$ cat src/rtl/fp_alu_pkg.sv
// Shared types and default latencies for the dual-mode floating-point ALU
// and the scheduler that arbitrates access to it.
package fp_alu_pkg;

    typedef enum logic {
        MODE_VM = 1'b0,
        MODE_DP = 1'b1
    } alu_mode_t;

    typedef enum logic [1:0] {
        IDLE  = 2'd0,
        RUN   = 2'd1,
        DRAIN = 2'd2
    } sched_state_t;

    localparam int DEF_DP_LATENCY = 45;
    localparam int DEF_VM_LATENCY = 8;
    localparam int DEF_MAX_BURST  = 16;

    function automatic int max_int(input int a, input int b);
        return (a > b) ? a : b;
    endfunction

endpackage

$ cat src/rtl/fp_alu_inflight_counter.sv
// Up/down counter of ALU operations in flight. A return with nothing in
// flight holds the count at zero and raises a sticky underflow flag.
module fp_alu_inflight_counter #(
    parameter int CNT_WIDTH = 6
) (
    input  logic                 clk,
    input  logic                 rst,
    input  logic                 i_inc,
    input  logic                 i_dec,
    output logic [CNT_WIDTH-1:0] o_count,
    output logic                 o_underflow
);

    localparam logic [CNT_WIDTH-1:0] CNT_MAX = '1;
    localparam logic [CNT_WIDTH-1:0] CNT_ONE = CNT_WIDTH'(1);

    logic [CNT_WIDTH-1:0] r_count;
    logic                 r_underflow;

    // Track issues minus returns; simultaneous issue and return cancel out.
    always_ff @(posedge clk) begin
        if (!rst) begin
            r_count     <= '0;
            r_underflow <= 1'b0;
        end else if (i_inc && !i_dec) begin
            if (r_count != CNT_MAX) begin
                r_count <= r_count + CNT_ONE;
            end
        end else if (i_dec && !i_inc) begin
            if (r_count == '0) begin
                r_underflow <= 1'b1;
            end else begin
                r_count <= r_count - CNT_ONE;
            end
        end
    end

    assign o_count     = r_count;
    assign o_underflow = r_underflow;

endmodule

$ cat src/rtl/fp_alu_mode_scheduler.sv
// Arbitrates one dual-mode FP ALU between a dot-product and a
// vector-multiply requester. The ALU drops result valids that do not match
// its current mode, so the mode only flips once every issued operation has
// returned.
module fp_alu_mode_scheduler
    import fp_alu_pkg::*;
#(
    parameter int DP_LATENCY = DEF_DP_LATENCY,
    parameter int VM_LATENCY = DEF_VM_LATENCY,
    parameter int MAX_BURST  = DEF_MAX_BURST,
    parameter int CNT_WIDTH  = $clog2(max_int(DP_LATENCY, VM_LATENCY) + 2)
) (
    input  logic clk,
    input  logic rst,
    input  logic dp_req,
    output logic dp_gnt,
    input  logic vm_req,
    output logic vm_gnt,
    output logic alu_ready,
    output logic alu_dot_product_mode,
    input  logic alu_dp_valid,
    input  logic alu_vm_valid,
    output logic dp_result_valid,
    output logic vm_result_valid,
    output logic busy,
    output logic protocol_error
);

    localparam int                BW        = $clog2(MAX_BURST + 1);
    localparam logic [BW-1:0]     BURST_MAX = BW'(MAX_BURST);
    localparam logic [BW-1:0]     BURST_ONE = BW'(1);

    sched_state_t         r_state;
    alu_mode_t            r_mode;
    alu_mode_t            r_last_served;
    logic [BW-1:0]        r_burst_cnt;

    logic                 w_own_req;
    logic                 w_other_req;
    logic                 w_switch_now;
    logic                 w_run;
    logic                 w_grant;
    logic                 w_return;
    logic                 w_underflow;
    logic [CNT_WIDTH-1:0] w_in_flight;
    alu_mode_t            w_target;
    alu_mode_t            w_flipped;

    assign w_own_req    = (r_mode == MODE_DP) ? dp_req : vm_req;
    assign w_other_req  = (r_mode == MODE_DP) ? vm_req : dp_req;
    // Yield when the own side has nothing, or it has used up its burst
    // while the other side waits.
    assign w_switch_now = w_other_req & (~w_own_req | (r_burst_cnt == BURST_MAX));
    assign w_run        = (r_state == RUN);
    assign w_flipped    = (r_mode == MODE_DP) ? MODE_VM : MODE_DP;

    assign dp_gnt    = w_run & (r_mode == MODE_DP) & dp_req & ~w_switch_now;
    assign vm_gnt    = w_run & (r_mode == MODE_VM) & vm_req & ~w_switch_now;
    assign w_grant   = dp_gnt | vm_gnt;
    assign alu_ready = w_grant;
    assign w_return  = alu_dp_valid | alu_vm_valid;

    assign alu_dot_product_mode = (r_mode == MODE_DP);
    assign dp_result_valid      = alu_dp_valid & (r_mode == MODE_DP);
    assign vm_result_valid      = alu_vm_valid & (r_mode == MODE_VM);
    assign busy                 = (w_in_flight != '0) | (r_state != IDLE);
    assign protocol_error       = w_underflow;

    // From IDLE, pick the mode to serve; with both waiting, alternate.
    always_comb begin
        w_target = r_mode;
        if (dp_req && vm_req) begin
            w_target = (r_last_served == MODE_DP) ? MODE_VM : MODE_DP;
        end else if (dp_req) begin
            w_target = MODE_DP;
        end else if (vm_req) begin
            w_target = MODE_VM;
        end
    end

    // Mode/arbitration FSM: mode changes only when entering RUN.
    always_ff @(posedge clk) begin
        if (!rst) begin
            r_state       <= IDLE;
            r_mode        <= MODE_DP;
            r_last_served <= MODE_VM;
            r_burst_cnt   <= '0;
        end else begin
            case (r_state)
                IDLE: begin
                    if (dp_req || vm_req) begin
                        r_burst_cnt <= '0;
                        if (w_target == r_mode) begin
                            r_state <= RUN;
                        end else if (w_in_flight == '0) begin
                            r_mode  <= w_target;
                            r_state <= RUN;
                        end else begin
                            r_state <= DRAIN;
                        end
                    end
                end
                RUN: begin
                    if (w_switch_now) begin
                        r_state     <= DRAIN;
                        r_burst_cnt <= '0;
                    end else if (!dp_req && !vm_req) begin
                        r_state     <= IDLE;
                        r_burst_cnt <= '0;
                    end else if (w_grant) begin
                        r_last_served <= r_mode;
                        if (r_burst_cnt != BURST_MAX) begin
                            r_burst_cnt <= r_burst_cnt + BURST_ONE;
                        end
                    end
                end
                DRAIN: begin
                    // Registered count is used, so issue resumes no earlier
                    // than one cycle after the last result returns.
                    if (w_in_flight == '0) begin
                        r_mode      <= w_flipped;
                        r_burst_cnt <= '0;
                        r_state     <= RUN;
                    end
                end
                default: begin
                    r_state <= IDLE;
                end
            endcase
        end
    end

    fp_alu_inflight_counter #(
        .CNT_WIDTH (CNT_WIDTH)
    ) u_inflight (
        .clk         (clk),
        .rst         (rst),
        .i_inc       (w_grant),
        .i_dec       (w_return),
        .o_count     (w_in_flight),
        .o_underflow (w_underflow)
    );

endmodule

$ cat config.mk
export PLATFORM = sky130hd
export DESIGN_NAME = fp_alu_mode_scheduler
export DESIGN_NICKNAME = d
export VERILOG_FILES = /design/src/rtl/fp_alu_pkg.sv /design/src/rtl/fp_alu_inflight_counter.sv /design/src/rtl/fp_alu_mode_scheduler.sv
export SDC_FILE = /design/constraint.sdc
export NUM_CORES = 1
export LEC_CHECK = 0
export ABC_AREA = 1
export CORE_UTILIZATION = 54
export DETAILED_ROUTE_END_ITERATION = 8
export GPL_ROUTABILITY_DRIVEN = 0
export GPL_TIMING_DRIVEN = 0
export PLACE_DENSITY_LB_ADDON = 0.3
export SKIP_CTS_REPAIR_TIMING = 1
export SLEW_MARGIN = 15
export SYNTH_ARGS = -nofsm -noshare
export SYNTH_HDL_FRONTEND = slang
export SYNTH_SLANG_ARGS = --single-unit
$ cat constraint.sdc
create_clock -name clk -period 2.8 [get_ports clk]
set_input_delay 0.7 -clock clk [delete_from_list [all_inputs] [get_ports clk]]
set_output_delay 0.7 -clock clk [all_outputs]
set_load 0.005 [all_outputs]
==> results of run 1 <==
## logic make-up (layout without fill, tap and decap cells)
| kind of cell | Yosys count | in the layout | share of synthesized area |
|---|---|---|---|
| buffers and inverters | 30 | 50 | 0.0987 |
| DFF | 16 | 16 | 0.275 |
| adders and majority gates | 7 | 7 | 0.0815 |
| AOI/OAI and AO/OA | 27 | 27 | 0.145 |
| xor gates and xnor gates | 5 | 5 | 0.0376 |
| and+or+nand+nor | 81 | 81 | 0.363 |
## worst max-delay path, delay by kind of cell (launching register included)
family | cells | cell delay [ns]
fa+ha+maj | 1 | 0.19
buf+inv | 3 | 0.60
flops | 1 | 0.36
simple gates | 6 | 0.54
## state kept, by name, summed over array words and instances, names as in the netlist
| signal | flops |
|---|---|
| u_inflight.o_count | 6 |
| r_burst_cnt | 5 |
| r_state | 2 |
| alu_dot_product_mode | 1 |
| r_last_served | 1 |
| u_inflight.o_underflow | 1 |
## synth_stat cells, types with 2 or more instances
cell type / number
sky130_fd_sc_hd__a21oi_1: 9
sky130_fd_sc_hd__dfxtp_1: 16
sky130_fd_sc_hd__ha_1: 6
sky130_fd_sc_hd__inv_1: 28
sky130_fd_sc_hd__nand2_1: 25
sky130_fd_sc_hd__nand2_2: 2
sky130_fd_sc_hd__nand2_4: 4
sky130_fd_sc_hd__nand3_1: 13
sky130_fd_sc_hd__nor2_1: 26
sky130_fd_sc_hd__nor2_4: 2
sky130_fd_sc_hd__nor3_1: 5
sky130_fd_sc_hd__o21ai_0: 8
sky130_fd_sc_hd__o21ai_1: 3
sky130_fd_sc_hd__xnor2_1: 2
sky130_fd_sc_hd__xor2_1: 3
## report_power, final
| part | total (W) | switching [W] | internal, W | leakage (nW) |
|---|---|---|---|---|
| combinational | 0.000812 | 0.000459 | 0.000353 | 0.532 |
| sequential | 0.000392 | 0.0000884 | 0.000303 | 0.133 |
| clock | 0.000157 | 0.0000777 | 0.0000792 | 0.0210 |
| total | 0.00136 | 0.000625 | 0.000735 | 0.686 |
## layout make-up
cell class                      instances  share of cell area
Tap cell                               27              0.0234
Multi-Input combinational cell        120               0.539
Clock buffer                            4              0.0251
Timing Repair Buffer                   16               0.109
Inverter                               29              0.0771
Buffer                                  1             0.00260
Sequential cell                        16               0.224
## routing by layer
metal / track usage / wire length [um]
met1: 0.278 / 1130
met3: 0.0377 / 62
met2: 0.406 / 1260
met4: 0.0735 / 13
met5: 0 / 0
## through the flow
stage          setup slack (ns)  TNS (ns)  cell area, um2   util
6_report                  0.115         0            1440  0.721
5_1_grt                 -0.0158   -0.0265            1440  0.721
3_5_place_dp             -0.241    -0.956            1330  0.664
4_1_cts                  -0.194    -0.568            1370  0.683
2_1_floorplan             0.537         0            1170      -
3_3_place_gp             -0.169    -0.632            1330  0.664
## how the worst max path moves through the flow
stage,slack [ns],to,cells past startpoint
after floorplan,0.54,u_inflight.o_count[5],12
after global placement,-0.17,alu_ready,8
after detailed placement,-0.24,u_inflight.o_count[5],16
after CTS,-0.19,vm_gnt,8
after global routing,-0.02,u_inflight.o_count[5],13
final,0.12,dp_gnt,10
==> results summary, run 1 <==
After the first detailed-routing iteration, the DRC count stood at 20. The share of synthesized flip-flops with an asynchronous set or reset came out at 0. In this run the power density over the cells is 942 mW/mm2. The die area came out at 0.00235 mm2. The proportion of synthesized chip area in sequential cells came out at 0.275. The area taken by multi-input logic gates is 778 um2. The total count of hold-check failures in the final report is 0. At the pin with the least slew margin, the transition time is 0.414 ns. The layout cell share with drive strength beyond 1 came out at 0.172.

The root cell of the clock tree is sky130_fd_sc_hd__clkbuf_4. The clock drives 16 sinks. The deepest level of the CTS H-tree is 1.

The core region is 0.00200 mm2. For this configuration, the core starts out at a cell density of 0.582. The area growth from synthesis to layout is 23.8%.

The all-layer global routing usage came out at 0.228. The startpoint identified for the worst register-to-register timing path is r_burst_cnt[0]. The flip-flop and latch area came out at 323 um2.

The final worst hold slack came out at 0.483 ns. Derived from the worst setup path, the maximum achievable clock frequency is 372 MHz. The final max-slew violation count came to 0. TritonCTS built the clock tree. The diode insertion count for antenna repair is 0. The worst hold-check path type is register to register. For the worst-skew pair, the clock arrives at the later sink with an insertion delay of 0.29 ns. Across all register-to-register paths, the minimum setup slack is 0.37 ns.

The count of input and output buffers is 13. The number of nets with antenna violations after routing came out at 0. On the worst path, the slowest cell contributes a delay of 0.51 ns.

The worst hold path passes through 2 cells. Headroom to the max-slew limit came out at 0.724. The yosys synthesis warning count is 0. The critical path endpoint category is a primary output. The worst min-delay path startpoint is r_last_served. In the layout the commonest cells are sky130_fd_sc_hd__inv_1 (27), sky130_fd_sc_hd__nand2_1 (25), sky130_fd_sc_hd__nor2_1 (24), sky130_fd_sc_hd__dfxtp_1 (14), sky130_fd_sc_hd__nand3_1 (13). The unique cell type count in the Yosys netlist is 29. The worst register-to-register path ends at u_inflight.o_count[5]. The overall via count from detail_route is 1095.

The worst setup path is launched from a register. The share of the synthesized area in the top cell type came out at 0.275. The synthesized design contains 0 enable-type register cells.

The mean cell area of the mapped netlist is 7.02 um2. Ranked by total cell area, the synthesized netlist is headed by sky130_fd_sc_hd__dfxtp_1 (27%), sky130_fd_sc_hd__inv_1 (9.0%), sky130_fd_sc_hd__nor2_1 (8.4%). The TritonCTS buffer count is 3. Excluding fillers, the count of instances in the completed layout stands at 213. The post-synthesis instance area came out at 0.00117 mm2. The depth of the worst register-to-register path came out at 18. The post-route total power came out at 0.00136 W. The critical path data required time came out at 2.10 ns. The number of global-route vias before repair is 1031. The register bit total from synthesis is 16.

The endpoint arrival time on the critical path is 1.98 ns. The count of pins on the block boundary came out at 14. The cell count after synthesis came out at 166. The max-capacitance violation count came out at 0. The run finished with clean final reports. The worst clock skew is 0.00113 ns. The worst hold endpoint is r_last_served. When the netlist entered floorplanning its net count stood at 179. The final wirelength came out at 2460 um. The maximum fanout along the worst path is 4. The post-detailed-route via-to-cell ratio came out at 5.14. The average detailed-routed wire length per instance came out at 11.6 um. The clock-pin slew on the worst setup and hold paths is 0.10 ns. The first-pass iteration count of the detailed router came out at 4. The critical path goes through inv_1 > ha_1 > nand2_1 > inv_1 > nand2_2 > nand2_2 > nand2_4 > nand2_1 > nor3_2 > clkdlybuf4s50_1. The first global-routing pass estimated 4270 um of wire. In this run the vertical extent of the chip is 48.5 um. The time the final worst path needs with I/O delays and setup is 2.68 ns. The slowest stage of the critical path belongs to the cell sky130_fd_sc_hd__clkdlybuf4s50_1. The most used flip-flop cell after synthesis is sky130_fd_sc_hd__dfxtp_1.

The floorplan row count is 16. The die outline width came out at 48.5 um. VDD sags by at most 577 uV. The final clock period utilization by the worst path is 0.959. The clock passes through at most 2 buffers. The DRC violation count after routing is 0. The critical path startpoint is r_burst_cnt[0]. The setup violation total in the final timing report came out at 0. The most common cell after layout, fill and taps aside is sky130_fd_sc_hd__inv_1.

The static leakage power is 0.686 nW. The maximum number of pins on one net before global-route repair is 11. The number of cells after detailed placement came out at 206. The critical path is of the register to primary output type.

The total of fill cells in the finished design is 169. Detailed placement finished with a half-perimeter wire length of 1840 um. The residual overflow from global routing is 0. The cell taking the most area after synthesis is sky130_fd_sc_hd__dfxtp_1.

The initial antenna violation count is 0. The final layout contains 200 nets.
Note: power is estimated with default switching activity, not from simulation.
==> run 2: changes to the inputs <==
--- a/config.mk
+++ b/config.mk
@@ -8,7 +8,7 @@
 export ABC_AREA = 1
 export CORE_UTILIZATION = 54
 export DETAILED_ROUTE_END_ITERATION = 8
-export GPL_ROUTABILITY_DRIVEN = 0
+export GPL_ROUTABILITY_DRIVEN = 1
 export GPL_TIMING_DRIVEN = 0
 export PLACE_DENSITY_LB_ADDON = 0.3
 export SKIP_CTS_REPAIR_TIMING = 1
==> results of run 2 <==
Same layout as run 1: the final DEF is identical, and so are final timing and power.
